**src/rtl/int_pkg.sv**
```systemverilog
// Shared constants for the interrupt pending front-end: source count,
// source bit positions and the request/ack handshake state encoding.
package int_pkg;

    localparam int unsigned NUM_SRC = 4;

    // Bit position of each device in the source vectors (SRC4 is highest priority).
    localparam int unsigned SRC1 = 0;
    localparam int unsigned SRC2 = 1;
    localparam int unsigned SRC3 = 2;
    localparam int unsigned SRC4 = 3;

    // Handshake states: idle, requesting, acknowledged (grant frozen), clearing.
    typedef enum logic [1:0] {
        StIdle = 2'd0,
        StReq  = 2'd1,
        StAck  = 2'd2,
        StClr  = 2'd3
    } state_e;

endpackage

```
**src/rtl/int_prio_onehot.sv**
```systemverilog
// Fixed-priority selector: returns the highest set request bit as a one-hot
// vector, or zero when no request is set.
module int_prio_onehot
    import int_pkg::*;
(
    input  logic [NUM_SRC-1:0] req_i,
    output logic [NUM_SRC-1:0] gnt_o
);

    // Walk from the highest-priority source downward.
    always_comb begin
        gnt_o = '0;
        if (req_i[SRC4]) begin
            gnt_o[SRC4] = 1'b1;
        end else if (req_i[SRC3]) begin
            gnt_o[SRC3] = 1'b1;
        end else if (req_i[SRC2]) begin
            gnt_o[SRC2] = 1'b1;
        end else if (req_i[SRC1]) begin
            gnt_o[SRC1] = 1'b1;
        end
    end

endmodule

```
**src/rtl/int_pending_ctrl.sv**
```systemverilog
// Interrupt front-end: captures device done rises into sticky pending bits,
// masks them, requests the CPU and holds a frozen one-hot grant during ack.
module int_pending_ctrl #(
    parameter int unsigned         NUM_SRC = 4,
    parameter logic [NUM_SRC-1:0] EN_RST  = '0
) (
    input  logic               clk,
    input  logic               rst,
    input  logic [NUM_SRC-1:0] dev_done,
    input  logic               en_we,
    input  logic [NUM_SRC-1:0] en_wd,
    input  logic               int_ack,
    output logic               int_req,
    output logic               done1,
    output logic               done2,
    output logic               done3,
    output logic               done4,
    output logic [NUM_SRC-1:0] pending,
    output logic [NUM_SRC-1:0] int_en
);
    import int_pkg::*;

    state_e             state_q, state_d;
    logic [NUM_SRC-1:0] pending_q, pending_d;
    logic [NUM_SRC-1:0] dev_prev_q;
    logic [NUM_SRC-1:0] int_en_q, int_en_d;
    logic [NUM_SRC-1:0] grant_q, grant_d;
    logic [NUM_SRC-1:0] act;
    logic [NUM_SRC-1:0] rise;
    logic [NUM_SRC-1:0] clr_mask;
    logic [NUM_SRC-1:0] prio_sel;
    logic [NUM_SRC-1:0] done_vec;
    logic               take_ack;

    assign rise     = dev_done & ~dev_prev_q;
    assign act      = pending_q & int_en_q;
    assign take_ack = (state_q == StReq) && int_ack && (act != '0);

    int_prio_onehot u_prio (
        .req_i (act),
        .gnt_o (prio_sel)
    );

    // Pending/enable/grant next state; a fresh rise beats the CLR-cycle clear.
    always_comb begin
        clr_mask  = (state_q == StClr) ? grant_q : '0;
        pending_d = (pending_q & ~clr_mask) | rise;
        int_en_d  = en_we ? en_wd : int_en_q;
        grant_d   = take_ack ? prio_sel : grant_q;
    end

    // Datapath registers.
    always_ff @(posedge clk or posedge rst) begin
        if (rst) begin
            pending_q  <= '0;
            dev_prev_q <= '0;
            int_en_q   <= EN_RST;
            grant_q    <= '0;
        end else begin
            pending_q  <= pending_d;
            dev_prev_q <= dev_done;
            int_en_q   <= int_en_d;
            grant_q    <= grant_d;
        end
    end

    // State register.
    always_ff @(posedge clk or posedge rst) begin
        if (rst) begin
            state_q <= StIdle;
        end else begin
            state_q <= state_d;
        end
    end

    // Next-state logic; losing all active sources in REQ takes priority over ack.
    always_comb begin
        state_d = state_q;
        unique case (state_q)
            StIdle: if (act != '0) state_d = StReq;
            StReq: begin
                if (act == '0) begin
                    state_d = StIdle;
                end else if (int_ack) begin
                    state_d = StAck;
                end
            end
            StAck:   if (!int_ack) state_d = StClr;
            StClr:   state_d = StIdle;
            default: state_d = StIdle;
        endcase
    end

    // Outputs decoded from registers only: live active set in REQ, frozen grant in ACK.
    always_comb begin
        int_req  = 1'b0;
        done_vec = '0;
        unique case (state_q)
            StReq: begin
                int_req  = 1'b1;
                done_vec = act;
            end
            StAck:   done_vec = grant_q;
            default: ;
        endcase
    end

    assign done1   = done_vec[SRC1];
    assign done2   = done_vec[SRC2];
    assign done3   = done_vec[SRC3];
    assign done4   = done_vec[SRC4];
    assign pending = pending_q;
    assign int_en  = int_en_q;

endmodule

```
**config.mk**
```make
export PLATFORM = sky130hd
export DESIGN_NAME = int_pending_ctrl
export DESIGN_NICKNAME = d
export VERILOG_FILES = /design/src/rtl/int_pkg.sv /design/src/rtl/int_prio_onehot.sv /design/src/rtl/int_pending_ctrl.sv
export SDC_FILE = /design/constraint.sdc
export NUM_CORES = 1
export LEC_CHECK = 0
export CAP_MARGIN = 20
export CORE_MARGIN = 2
export CORE_UTILIZATION = 41
export DETAILED_ROUTE_END_ITERATION = 12
export PLACE_DENSITY = 0.73
export SLEW_MARGIN = 10
export SYNTH_ARGS = -nofsm -noshare
export SYNTH_HDL_FRONTEND = slang
export SYNTH_SLANG_ARGS = --single-unit
```
**constraint.sdc**
```tcl
create_clock -name clk -period 1.5 [get_ports clk]
set_input_delay 0.15 -clock clk [delete_from_list [all_inputs] [get_ports clk]]
set_output_delay 0.15 -clock clk [all_outputs]
set_load 0.005 [all_outputs]
```
==> results.yml, run 1 <==
run_status:
  status: "finished, violations left"
  violations: "setup timing"
logic_synthesis:
  synth_top_area_cell: "dfrtp_1"
  synth_top_area_share: 0.521
  synthFlopType: "dfrtp_1"
  synth_top_family_by_area: "compound AO/OA/AOI/OAI gates"
  yosys.area_share.adder: 0.0724
  yosysSeqAreaShare: 0.521
  synth_edf_count: 0
  syn_avg_cell_area_um2: 10.5
  synth.area.mux_share: 0.0651
  yosysUniqueCellTypes: 19
  ys_ff_latch: 18
  yosys.area_share.simple: 0.132
  synth.area.top_cells: "dfrtp_1 (52%), ha_1 (7.2%), nand2_1 (6.9%)"
  syn_nets: 99
  ys_top_cells_by_count: "dfrtp_1 (18), nand2_1 (16), inv_1 (9)"
  yosysWarningCount: 0
  synth_cells: 82
  yosysMostFrequentCell: "dfrtp_1"
  synth-xor-area-share: 0
  synth-compound-area-share: 0.166
  syn_area_um2: 865
  async_flop_share: 1.00
routing:
  num_vias: 880
  dr.pass1.iters: 4
  routedWlPerCell_um: 15.7
  drtAntennaViolNets: 0
  vias_per_cell: 5.21
  met3WireLength_um: 155
  drt_iter0_markers: 32
  wl_met2_um: 1310
  drc: 0
  met1_length_um: 1130
  top_layer: "met4"
  wirelength_um: 2650
timing:
  worst_slew_pin_slew_ns: 0.342
  finalMaxSlewViolations: 0
  setup_viol_count_final: 11
  finalCritPeriodShare: 1.11
  relSlewSlack: 0.772
  skew_ns: 0.00589
  max_freq_ghz: 0.602
  fin_crit_ns: 1.66
  final_hold_viol_count: 0
  final.setup.worst_slack_ns: -0.162
  rsz0062_at_grt: "yes"
floorplanning:
  die_w_um: 49.9
  coreArea_um2: 1980
  dieArea_um2: 2490
  start_util: 0.436
  dieHeight_um: 49.9
  pin_count: 25
  rows: 16
job:
  max_cap_violations: 0
grt:
  antenna_found_initial: 0
  track_usage: 0.202
  grt_max_degree: 19
  grt_pass1_vias: 823
  grt_overflow_total: 0
  grt_pass1_wl_um: 3780
power:
  leakage_nw: 0.756
  power_density_nw_per_um2: 1710
  ir_drop_mv: 1.09
worst_setup_path:
  cp_max_fo: 4
  critPathRequiredTime_ns: 1.35
  cp-end-kind: "output port"
  r2r-start: "pending[2]"
  crit_start: "state_q[0]"
  cp-start-kind: "flop"
  path_class: "flop to output port"
  cp.arrival_ns: 1.51
place:
  io_buffers: 24
  place_area_um2: 1270
  hpwl_um: 1560
  gp_congestion: 0.845
  place_ws_ns: -0.180
cts:
  htreeDepth: 1
  cts_root_buf: "clkbuf_4"
  clk_pin_slew_ns: 0.10
  cts_tree: "built"
  cts_buffers: 3
  cts.sinks: 18
  cts_buffer_depth: 2
  clkLatencyLatePin_ns: 0.29
final_layout:
  layout.nets: 160
  layout-drive-gt1-share: 0.486
  fin_area_um2: 1570
  synthToLayoutAreaGrowth_pct: 81.9
  n_antenna_cell: 0
min_path:
  min_path_type: "input port to asynchronous set/reset pin"
-- cells by family after synthesis --
group,after synthesis
buffers and inverters,10
adders and majority gates,5
muxes,5
AOI/OAI and AO/OA,19
and+or+nand+nor,25
DFF,18
-- power breakdown --
group / internal [mW] / total, mW / switching [mW] / leakage (nW)
clock: 0.148 / 0.293 / 0.146 / 0.0210
sequential: 0.609 / 0.727 / 0.118 / 0.207
combinational: 0.978 / 1.67 / 0.693 / 0.528
total: 1.73 / 2.69 / 0.957 / 0.756
-- placed cells by master, fill, tap and decap left out, types with 2 or more instances in the layout --
cell             count
buf_4               23
dfrtp_1             18
nand2_1             13
clkdlybuf4s50_1     13
buf_6               11
inv_1                6
dlymetal6s2s_1       5
mux2_2               4
o21ai_0              4
nand3_1              3
nand2_2              3
a32oi_2              3
nor2b_2              3
o21ai_2              3
ha_4                 3
clkbuf_4             3
buf_2                3
inv_2                2
ha_1                 2
-- metrics by stage --
| stage | instances | util | power (mW) | TNS (ns) | hold WS (ns) |
|---|---|---|---|---|---|
| detailed placement | 149 | 0.639 | 1.74 | -1.06 | 0.418 |
| CTS | 162 | 0.735 | 2.38 | -0.475 | 0.173 |
| global placement | 149 | 0.639 | 1.71 | -0.453 | 0.404 |
| finish | 169 | 0.794 | 2.69 | -0.999 | 0.168 |
| global route | 169 | 0.794 | 2.84 | -1.63 | 0.180 |
| floorplan | 82 | - | 1.18 | -0.178 | 0.0886 |
-- flip-flops by register name (all words and copies together) (netlist names), named ones only --
name / count
state_q: 1
grant_q: 4
pending: 4
dev_prev_q: 4
int_en: 4
-- worst paths after layout --
check / slack, ns / endpoint / cells past startpoint
worst max-delay path: -0.16 / done2 / 6
worst min-delay path: 0.17 / int_en[3] / 3
worst max register to register: -0.13 / state_q[0] / 5
worst min register to register: 0.43 / pending[2] / 1
max in group asynchronous: 1.14 / pending[2] / 3
min in group clk: 0.32 / dev_prev_q[1] / 1
-- metal layers --
metal	global-route usage	up-vias
li1	-	411
met1	0.251	425
met2	0.344	38
met3	0.0424	6
met4	0.0694	0
met5	0	-
-- critical path, cell delays in order (launching register included) --
cell,delay [ns]
dfrtp_1,0.41
buf_6,0.13
ha_4,0.17
buf_6,0.13
a32oi_2,0.19
nor2b_2,0.07
buf_2,0.13
-- timing repair --
item | 4_1_cts | 5_1_grt
pin swaps | 9 | 8
gates resized for setup | 45 | 19
setup endpoints to repair | 11 | 16
cloned | 0 | 0
hold buffers | 0 | 0
setup buffers | 9 | 8
endpoints found under the hold margin | 0 | 0
-- cell type report --
class	count	area, um^2
sequential	18	450
multi-input combinational	54	495
clock buffer	4	36.3
fill	119	409
timing repair buffer	57	518
tap	27	33.8
inverter	9	38.8
No activity file was read; power rests on OpenSTA's default activity.
==> run 2: changes to the inputs <==
--- a/config.mk
+++ b/config.mk
@@ -10,7 +10,6 @@
 export CORE_UTILIZATION = 41
 export DETAILED_ROUTE_END_ITERATION = 12
 export PLACE_DENSITY = 0.73
-export SLEW_MARGIN = 10
 export SYNTH_ARGS = -nofsm -noshare
 export SYNTH_HDL_FRONTEND = slang
 export SYNTH_SLANG_ARGS = --single-unit
==> results of run 2 <==
Final layout, timing and power as in run 1 (identical DEF).
